<file path="config.mk">
export PLATFORM = sky130hd
export DESIGN_NAME = nash_byte_stream
export DESIGN_NICKNAME = d
export VERILOG_FILES = /design/src/rtl/nash_pkg.sv /design/src/rtl/nash_byte_shifter.sv /design/src/rtl/nash_byte_stream.sv
export SDC_FILE = /design/constraint.sdc
export NUM_CORES = 1
export LEC_CHECK = 0
export ABC_AREA = 1
export CAP_MARGIN = 20
export CORE_ASPECT_RATIO = 1.25
export CORE_MARGIN = 2
export CORE_UTILIZATION = 51
export DETAILED_ROUTE_END_ITERATION = 12
export HOLD_SLACK_MARGIN = 0.1
export PLACE_DENSITY = 0.83
export SETUP_SLACK_MARGIN = 0.05
export SYNTH_ARGS = -nofsm -noshare
export SYNTH_HDL_FRONTEND = slang
export SYNTH_SLANG_ARGS = --single-unit
</file>
<file path="constraint.sdc">
create_clock -name clk -period 3.25 [get_ports clk]
set_clock_uncertainty 0.2 [all_clocks]
set_input_delay 0.4875 -clock clk [delete_from_list [all_inputs] [get_ports clk]]
set_output_delay 0.4875 -clock clk [all_outputs]
set_load 0.01 [all_outputs]
</file>
<file path="src/rtl/nash_pkg.sv">
// nash_pkg: shared FSM encoding and sizing for the NASH byte-serial stream adapter.
`default_nettype none

package nash_pkg;

  localparam int NASH_BYTE_W = 8;

  typedef enum logic [0:0] {
    ST_IDLE = 1'b0,
    ST_RUN  = 1'b1
  } nash_state_e;

  function automatic int nash_idx_w(input int bw);
    return (bw > 1) ? $clog2(bw) : 1;
  endfunction

  localparam int NASH_IDX_W = nash_idx_w(NASH_BYTE_W);

endpackage

`default_nettype wire

</file>
<file path="src/rtl/nash_byte_shifter.sv">
// nash_byte_shifter: LSB-first plaintext shifter with cipher-bit collector and bit index.
`default_nettype none

module nash_byte_shifter
  import nash_pkg::*;
#(
  parameter int BYTE_W = NASH_BYTE_W
) (
  input  logic              clk,
  input  logic              rst_n,
  input  logic              i_load,
  input  logic              i_shift,
  input  logic [BYTE_W-1:0] i_data,
  input  logic              i_last,
  input  logic              i_ct_bit,
  output logic              o_pt_bit,
  output logic              o_last,
  output logic              o_at_end,
  output logic [BYTE_W-1:0] o_word
);

  localparam int IDX_W = nash_idx_w(BYTE_W);
  localparam logic [IDX_W-1:0] IDX_END = IDX_W'(BYTE_W - 1);

  logic [BYTE_W-1:0] r_shift;
  logic [BYTE_W-2:0] r_coll;
  logic [IDX_W-1:0]  r_idx;
  logic              r_last;
  logic              w_at_end;

  assign w_at_end = (r_idx == IDX_END);
  assign o_at_end = w_at_end;
  assign o_pt_bit = r_shift[0];
  assign o_last   = r_last;
  // The top bit is never stored: it is the cipher bit arriving on the final cycle.
  assign o_word   = {i_ct_bit, r_coll};

  always_ff @(posedge clk or negedge rst_n) begin
    if (!rst_n) begin
      r_shift <= '0;
      r_coll  <= '0;
      r_idx   <= '0;
      r_last  <= 1'b0;
    end else if (i_load) begin
      r_shift <= i_data;
      r_last  <= i_last;
      r_idx   <= '0;
    end else if (i_shift) begin
      r_shift <= r_shift >> 1;
      if (!w_at_end) begin
        r_coll[r_idx] <= i_ct_bit;
      end
      r_idx <= w_at_end ? '0 : r_idx + IDX_W'(1);
    end
  end

endmodule

`default_nettype wire

</file>
<file path="src/rtl/nash_byte_stream.sv">
// nash_byte_stream: streams plaintext bytes bit-serially through an external cipher core
// and reassembles the returned cipher bits into output bytes.
`default_nettype none

module nash_byte_stream
  import nash_pkg::*;
#(
  parameter int BYTE_W = NASH_BYTE_W
) (
  input  logic              clk,
  input  logic              rst_n,
  input  logic              key_load,
  input  logic [BYTE_W-1:0] key_in,
  input  logic              s_valid,
  output logic              s_ready,
  input  logic [BYTE_W-1:0] s_data,
  input  logic              s_last,
  output logic              m_valid,
  input  logic              m_ready,
  output logic [BYTE_W-1:0] m_data,
  output logic              m_last,
  output logic              pt_bit,
  input  logic              ct_bit,
  output logic              cipher_rst_n,
  output logic [BYTE_W-1:0] key_out,
  output logic              busy,
  output logic              err_underrun,
  output logic              err_overflow
);

  nash_state_e       r_state;
  nash_state_e       w_next;
  logic [BYTE_W-1:0] r_key;
  logic [BYTE_W-1:0] r_m_data;
  logic              r_m_valid;
  logic              r_m_last;
  logic              r_cipher_rst_n;
  logic              r_err_underrun;
  logic              r_err_overflow;

  logic [BYTE_W-1:0] w_word;
  logic              w_pt;
  logic              w_last;
  logic              w_idx_end;
  logic              w_run;
  logic              w_at_end;
  logic              w_s_ready;
  logic              w_accept;
  logic              w_underrun;
  logic              w_emit;
  logic              w_overflow;
  logic              w_load_m;

  assign w_run      = (r_state == ST_RUN);
  assign w_at_end   = w_run && w_idx_end;
  assign w_s_ready  = !w_run || (w_at_end && !w_last);
  assign w_accept   = s_valid && w_s_ready;
  assign w_underrun = w_at_end && !w_last && !s_valid;
  assign w_emit     = w_at_end && !w_underrun;
  assign w_overflow = w_emit && r_m_valid && !m_ready;
  assign w_load_m   = w_emit && !w_overflow;

  nash_byte_shifter #(
    .BYTE_W (BYTE_W)
  ) u_shifter (
    .clk      (clk),
    .rst_n    (rst_n),
    .i_load   (w_accept),
    .i_shift  (w_run),
    .i_data   (s_data),
    .i_last   (s_last),
    .i_ct_bit (ct_bit),
    .o_pt_bit (w_pt),
    .o_last   (w_last),
    .o_at_end (w_idx_end),
    .o_word   (w_word)
  );

  // A byte boundary keeps running only when the next byte is taken and the output slot is free.
  always_comb begin
    w_next = r_state;
    if (!w_run) begin
      if (w_accept) begin
        w_next = ST_RUN;
      end
    end else if (w_at_end) begin
      w_next = (w_accept && !w_overflow) ? ST_RUN : ST_IDLE;
    end
  end

  always_ff @(posedge clk or negedge rst_n) begin
    if (!rst_n) begin
      r_state        <= ST_IDLE;
      r_cipher_rst_n <= 1'b0;
      r_key          <= '0;
      r_m_valid      <= 1'b0;
      r_m_data       <= '0;
      r_m_last       <= 1'b0;
      r_err_underrun <= 1'b0;
      r_err_overflow <= 1'b0;
    end else begin
      r_state        <= w_next;
      r_cipher_rst_n <= (w_next == ST_RUN);
      r_err_underrun <= w_underrun;
      r_err_overflow <= w_overflow;
      if (!w_run && key_load) begin
        r_key <= key_in;
      end
      if (w_load_m) begin
        r_m_valid <= 1'b1;
        r_m_data  <= w_word;
        r_m_last  <= w_last;
      end else if (r_m_valid && m_ready) begin
        r_m_valid <= 1'b0;
      end
    end
  end

  assign s_ready      = w_s_ready;
  assign m_valid      = r_m_valid;
  assign m_data       = r_m_data;
  assign m_last       = r_m_last;
  assign pt_bit       = w_run & w_pt;
  assign cipher_rst_n = r_cipher_rst_n;
  assign key_out      = r_key;
  assign busy         = w_run;
  assign err_underrun = r_err_underrun;
  assign err_overflow = r_err_overflow;

endmodule

`default_nettype wire

</file>
# Word-level counts from Yosys, hierarchy flattened
# Index checks and enable logic that the tools add are counted.
# word_totals
reg_bits	40
out_inout_bits	24
# classes
order_cmp	2
n_bitwise	3
addsub	1
mux	14
reduce_logical	22
eq_ne	1
# ops
op	n
two-way mux 8 bit	2
logical AND 1 bit	12
two-way mux 3 bit	3
bitwise mux 7 bit	1
two-way mux 1 bit	7
logical NOT 1 bit	6
less-than comparator 3 x 4 -> 1 bit, second input constant	1
nonzero test 2 bit	2
adder 3 x 1 -> 3 bit, second input constant	1
demux 1 bit (select 3 bit)	1
equality test 3 bit, second input constant	1
>= comparator 3 x 1 -> 1 bit, second input constant	1
AND reduction 3 bit	1
inverter 1 bit	2
AND 1 bit	1
logical OR 1 bit	1

# Longest topological paths before layout
# Gate-level depths: netlist of run 1.
# depth
word_depth	13
depth_mapped	8
depth_no_buf	8

# Hierarchy
# A second synthesis of run 1 with hierarchy kept.
# unflattened
cells_unflattened	209
hier_area_um2	1794.2
# by_module_without_submodules
mod	area_per_inst_um2	n_inst	cells_each
nash_byte_shifter	912.1	1	110
nash_byte_stream	882.1	1	99

# Worst setup path before layout of run 1
# Ideal clock, no wire load.
# synth_path
path_kind	reg2out
start	register u_shifter.r_idx[1]
end	output port s_ready
stages_incl_launch_ff	5
t_arrival_ps	1129
setup_slack_ps	1434
required_time_ps	2562
cell_sequence	dfrtp_1 -> ha_1 -> ha_1 -> inv_1 -> o21ai_2
# synth_between
elab_chain_cells	4
# synth_lines
item	line	text
start, declared	nash_byte_shifter.sv:27	logic [IDX_W-1:0] r_idx;
start signal, assigned	nash_byte_shifter.sv:53	r_idx <= w_at_end ? '0 : r_idx + IDX_W'(1);
equality test 3 bit	nash_byte_shifter.sv:31	assign w_at_end = (r_idx == IDX_END);
logical AND 1 bit	nash_byte_stream.sv:55	assign w_at_end = w_run && w_idx_end;
logical AND 1 bit	nash_byte_stream.sv:56	assign w_s_ready = !w_run || (w_at_end && !w_last);
logical OR 1 bit	nash_byte_stream.sv:56	
end, declared	nash_byte_stream.sv:15	output logic s_ready,
# Every way passes these cells.

# Worst setup path after layout of run 1
# layout_path
start	register u_shifter.r_idx[0]
end	output port s_ready
# The elaborated chain is that of the path after synthesis.

==> results of run 1 <==
[cell type report]
| type | count | area, um^2 | area share [%] |
|---|---|---|---|
| multi-input cells | 148 | 684 | 28.9 |
| repair buffers | 48 | 470 | 19.9 |
| clock buffers | 6 | 82.6 | 3.49 |
| inverters | 18 | 67.6 | 2.86 |
| well taps | 39 | 48.8 | 2.06 |
| clock inverters | 2 | 10.0 | 0.423 |
| flip-flops and latches | 40 | 1000 | 42.3 |
[worst max-delay path, stage by stage (launching register included)]
cell and delay (ns):
dfrtp_1 0.49, ha_1 0.20, ha_1 0.16, inv_1 0.07, o21ai_2 0.10, buf_4 0.17
clkdlybuf4s50_1 0.55
[flip-flops by register name, summed over array words and instances (netlist names)]
register           count
key_out                8
m_data                 8
m_last                 1
m_valid                1
u_shifter.r_coll       7
u_shifter.o_last       1
u_shifter.r_shift      8
u_shifter.r_idx        3
err_underrun           1
err_overflow           1
cipher_rst_n           1
[per-stage QoR]
step	setup WS, ns	utilization [%]	total power [uW]
CTS	0.507	69.1	2070
global placement	0.881	66.4	1690
global route	0.346	69.1	2220
floorplan	1.43	-	1340
detailed placement	0.848	66.4	1730
finish	0.524	69.1	2050
[layer usage]
| metal | up-vias | part of all wire, % |
|---|---|---|
| met2 | 39 | 50 |
| met1 | 660 | 44 |
| met4 | 0 | 1.6 |
| li1 | 779 | - |
| met5 | - | 0 |
| met3 | 4 | 4.1 |
[final timing paths]
| kind | from | endpoint | slack [ns] | cells after the start |
|---|---|---|---|---|
| worst max-delay path | u_shifter.r_idx[0]$_DFFE_PN0P_ | s_ready | 0.52 | 6 |
| worst min-delay path | rst_n | u_shifter.r_coll[4]$_DFFE_PN0P_ | 0.09 | 1 |
| worst max register to register | u_shifter.r_idx[0]$_DFFE_PN0P_ | u_shifter.r_coll[0]$_DFFE_PN0P_ | 1.28 | 8 |
| worst min register to register | key_out[4]$_DFFE_PN0P_ | key_out[4]$_DFFE_PN0P_ | 0.27 | 2 |
| max in group asynchronous | rst_n | key_out[6]$_DFFE_PN0P_ | 2.23 | 1 |
| min in group clk | key_out[4]$_DFFE_PN0P_ | key_out[4]$_DFFE_PN0P_ | 0.27 | 2 |
[where the power goes]
group	internal, uW	total (uW)	switching (uW)
sequential	710	861	151
clock	169	338	168
combinational	405	848	443
[cell families after synthesis]
group	synth area share, %
simple gates	33.5
flops	55.9
buf+inv	5.87
compound gates	3.35
fa+ha+maj	1.40
[synth_stat cells]
| master | instances |
|---|---|
| ha_1 | 2 |
| clkbuf_1 | 3 |
| buf_2 | 3 |
| nor2_2 | 2 |
| clkinv_1 | 2 |
| a21oi_4 | 1 |
| inv_1 | 16 |
| buf_4 | 1 |
| nand2_4 | 2 |
| nand3_1 | 38 |
| nor2_1 | 12 |
| o21ai_2 | 1 |
| nand2_1 | 76 |
| nand4_1 | 7 |
| o21ai_0 | 6 |
| buf_1 | 1 |
| a21oi_1 | 1 |
| dfrtp_1 | 40 |
==> results.sh, run 1 <==
export IMPL_drc=0
export IMPL_hold_viol=0
export IMPL_period_needed_ns=2.73
export IMPL_place_area_um2=2270
export IMPL_area_growth_pct=32.1
export IMPL_final_cells=301
export IMPL_max_slew_margin_pct=44.5
export IMPL_dp_hpwl_um=2480
export IMPL_crit_path_end_kind="output port"
export IMPL_wl_um=3410
export IMPL_start_util_pct=52.3
export IMPL_rows=24
export IMPL_clk_latency_ns=0.29
export IMPL_placedCellCount=293
export IMPL_final_setup_viol_count=0
export IMPL_post_synth_num_cell_types=18
export IMPL_finalSetupTns_ns=0
export IMPL_num_io_pins=47
export IMPL_final_cell_mix="76 x nand2_1, 45 x clkdlybuf4s50_1, 40 x dfrtp_1, 38 x nand3_1, 16 x inv_1"
export IMPL_cts_hold_buf=0
export IMPL_hold_path_class="in2async"
export IMPL_fill_cells=287
export IMPL_start_kind="register"
export IMPL_synth_seq_area_share_pct=55.9
export IMPL_syn_area_um2=1790
export IMPL_grt_pass1_vias=1344
export IMPL_final_common_cell="nand2_1"
export IMPL_maxCapViolCount=0
export IMPL_holdWs_ns=0.0921
export IMPL_path_max_fanout=10
export IMPL_leakagePower_uw=0.00117
export IMPL_postSynthCellCount=214
export IMPL_synth_largest_area_cell="dfrtp_1"
export IMPL_netlist_area_leader_share_pct=55.9
export IMPL_die_y_um=70.2
export IMPL_dieArea_um2=4000
export IMPL_grt_use_met3_pct=5.56
export IMPL_ys_top_cells_by_area="dfrtp_1 56%, nand2_1 16%, nand3_1 11%"
export IMPL_worstMarginPinSlew_ns=0.833
export IMPL_grtUsageMet2_pct=29.6
export IMPL_overflow=0
export IMPL_grt_use_met1_pct=25.3
export IMPL_peakVddDrop_mv=0.520
export IMPL_cts_setup_buffers=0
export IMPL_cts_tree="done"
export IMPL_via_count=1482
export IMPL_rsz0062_at_grt="no"
export IMPL_grt_max_degree=41
export IMPL_antenna_cells=0
export IMPL_port_buffer_count=46
export IMPL_cts_num_sinks=40
export IMPL_power_per_cell_area_nw_per_um2=866
export IMPL_syn_area_per_cell_um2=8.37
export IMPL_routedWlPerCell_um=11.3
export IMPL_syn_nets=239
export IMPL_gp_congestion=0.812
export IMPL_worstPathRequired_ns=2.56
export IMPL_cp_arrival_ns=2.04
export IMPL_antenna_found_initial=0
export IMPL_grt_pass1_wl_um=5910
export IMPL_drt_pre_antenna_iters=4
export IMPL_vias_per_cell=4.92
export IMPL_drive_above_1_share_pct=6.49
export IMPL_stdcell_area_um2=2360
export IMPL_fmax_mhz=367
export IMPL_track_usage_pct=19.3
export IMPL_cts_repair_resized=0
export IMPL_finalCritPeriodShare_pct=83.9
export IMPL_synth_seq_cells=40
export IMPL_htreeDepth=2
export IMPL_drtAntennaViolNets=0
export IMPL_ys_warn_count=0
export IMPL_path_class="reg2out"
export IMPL_status="completed"
export IMPL_die_width_um=57.0
export IMPL_drt_iter0_markers=48
export IMPL_clk_pin_slew_ns=0.08
export IMPL_grt_busiest_layer="met2"
export IMPL_cts_buffer_depth=2
export IMPL_numCtsBuffers=5
export IMPL_design_core_area_um2=3420
export IMPL_drv_slew=0
export IMPL_final_nets=286
export IMPL_root_buffer="clkbuf_8"
Power figures use the tool's default switching activity.
==> run 2: changes to the inputs <==
CORE_UTILIZATION = 43   (was 51)
PLACE_DENSITY = 0.75   (was 0.83)
clock period = 2.2 ns   (was 3.25 ns; I/O delays follow)
==> run 2 against run 1 <==
  * Total power grew 56%
  * Clock power is 91% higher
  * Non-clock buffer count grew 5
  * Die area up 17%
  * Sequential power rose by 44%
  * Critical path type unchanged
  * Highest routed layer unchanged
==> results.sh, run 2 (synthesis gave the netlist of run 1 again) <==
export IMPL_start_util_pct=44.4
export IMPL_holdWs_ns=0.270
export IMPL_htreeDepth=2
export IMPL_peakVddDrop_mv=0.573
export IMPL_cts_num_sinks=40
export IMPL_power_per_cell_area_nw_per_um2=1300
export IMPL_worstPathCellList="ha_1 -> ha_1 -> inv_1 -> o21ai_2 -> dlygate4sd2_1"
export IMPL_grt_max_degree=41
export IMPL_final_common_cell="nand2_1"
export IMPL_critPathBufInv=2
export IMPL_reg2reg_depth=8
export IMPL_drt_pre_antenna_iters=4
export IMPL_path_max_fanout=2
export IMPL_worstMarginPinSlew_ns=0.491
export IMPL_rr_endpoint="u_shifter.r_coll[0]$_DFFE_PN0P_"
export IMPL_period_needed_ns=2.05
export IMPL_final_setup_viol_count=0
export IMPL_dp_hpwl_um=2540
export IMPL_drv_slew=0
export IMPL_num_io_pins=47
export IMPL_path_class="reg2out"
export IMPL_root_buffer="clkbuf_8"
export IMPL_hold_viol=0
export IMPL_area_growth_pct=37.3
export IMPL_cp_arrival_ns=1.52
export IMPL_drt_iter0_markers=58
export IMPL_overflow=0
export IMPL_dieArea_um2=4700
export IMPL_final_cell_mix="76 x nand2_1, 44 x clkdlybuf4s50_1, 40 x dfrtp_1, 38 x nand3_1, 16 x inv_1"
export IMPL_max_slew_margin_pct=67.3
export IMPL_place_ws_ns=0.229
export IMPL_rows=26
export IMPL_crit_slowest_cell="dfrtp_1"
export IMPL_r2r_start="u_shifter.r_idx[0]$_DFFE_PN0P_"
export IMPL_fmax_mhz=487
export IMPL_status="completed"
export IMPL_fin_ws_ns=0.147
export IMPL_antenna_cells=0
export IMPL_start_kind="register"
export IMPL_endpoint="s_ready"
export IMPL_via_count=1540
export IMPL_maxCapViolCount=0
export IMPL_clk_latency_ns=0.29
export IMPL_rsz0062_at_grt="no"
export IMPL_cts_setup_buffers=0
export IMPL_cp_depth=5
export IMPL_final_nets=291
export IMPL_finalCritPeriodShare_pct=93.3
export IMPL_crit_path_end_kind="output port"
export IMPL_cpPeakStageDelay_ns=0.38
export IMPL_path_delay_family="adder cells"
export IMPL_die_width_um=61.7
export IMPL_drc=0
export IMPL_worstPathRequired_ns=1.67
export IMPL_path_common_cell="ha_1"
export IMPL_finalSetupTns_ns=0
export IMPL_antenna_found_initial=0
export IMPL_routedWlPerCell_um=10.8
export IMPL_grt_pass1_wl_um=6160
export IMPL_reg2reg_slack_ns=0.38
export IMPL_grt_pass1_vias=1393
export IMPL_track_usage_pct=17.0
export IMPL_cts_buffer_depth=2
export IMPL_critPathLaunch="u_shifter.r_idx[0]$_DFFE_PN0P_"
export IMPL_hold_path_class="reg2reg"
export IMPL_wl_um=3500
export IMPL_drive_above_1_share_pct=7.87
export IMPL_vias_per_cell=4.77
export IMPL_numCtsBuffers=5
export IMPL_port_buffer_count=46
export IMPL_gp_congestion=0.794
export IMPL_design_core_area_um2=4030
export IMPL_cts_tree="done"
export IMPL_leakagePower_uw=0.00121
export IMPL_die_y_um=76.1
export IMPL_clk_pin_slew_ns=0.08
export IMPL_drtAntennaViolNets=0
-- run 2: cell types whose count changed in the layout (fill, tap and decap cells not counted) --
cell             change
bufinv_16            +1
clkdlybuf4s50_1      -1
clkinv_2             -2
dlygate4sd2_1        +1
dlygate4sd3_1        +1
buf_4                +4
clkbuf_8             +1
-- run 2: power by group --
| group | total (uW) | switching (uW) | internal, uW |
|---|---|---|---|
| logic | 1310 | 693 | 619 |
| clock network | 647 | 246 | 400 |
| registers | 1240 | 186 | 1050 |
| total | 3190 | 1130 | 2070 |
-- run 2: final cells by class --
type,instances,area [um^2]
multi-input combinational,148,684
fill,379,1580
timing repair buffer,53,509
tap,56,70.1
inverter,18,67.6
sequential,40,1000
clock inverter,1,30.0
clock buffer,7,96.3
-- run 2: repair_timing --
item                       4_1_cts  5_1_grt
setup endpoints to repair        1        0
hold buffers                     1        0
gates resized for setup          1        0
hold endpoints to repair        40        0
-- run 2: stage by stage --
step	util, %	power (uW)	cells	instance area (um^2)
after detailed placement	57.6	2590	314	2320
final	60.9	3190	323	2460
after global routing	60.9	3470	323	2460
after floorplan	-	1980	214	1790
after CTS	60.9	3240	323	2460
after global placement	57.6	2540	314	2320
-- run 2: how the worst min path moves through the flow --
stage	startpoint	endpoint	slack, ns	cells after the start
finish	key_out[1]$_DFFE_PN0P_	key_out[1]$_DFFE_PN0P_	0.27	2
global route	key_out[2]$_DFFE_PN0P_	key_out[2]$_DFFE_PN0P_	0.29	2
CTS	key_out[6]$_DFFE_PN0P_	key_out[6]$_DFFE_PN0P_	0.28	2
detailed placement	rst_n	u_shifter.r_shift[3]$_DFFE_PN0P_	0.22	2
global placement	rst_n	u_shifter.r_shift[3]$_DFFE_PN0P_	0.22	2
floorplan	rst_n	cipher_rst_n$_DFF_PN0_	-0.17	0
-- run 2: worst reg2reg max path, stage by stage, from the launching register on --
cell and delay, ns:
dfrtp_1 0.38, ha_1 0.20, ha_1 0.20, inv_1 0.09, nand2_1 0.15, nor2_2 0.26, nand3_1 0.12, nand2_1 0.07
nand2_1 0.04
-- run 2: per-layer routing --
layer | GRT usage, % | vias to the layer above | share of wire (%)
li1 | - | 791 | -
met1 | 21.2 | 715 | 43
met2 | 27.8 | 29 | 52
met3 | 4.58 | 5 | 3.9
met4 | 5.74 | 0 | 1.7
met5 | 0 | - | 0
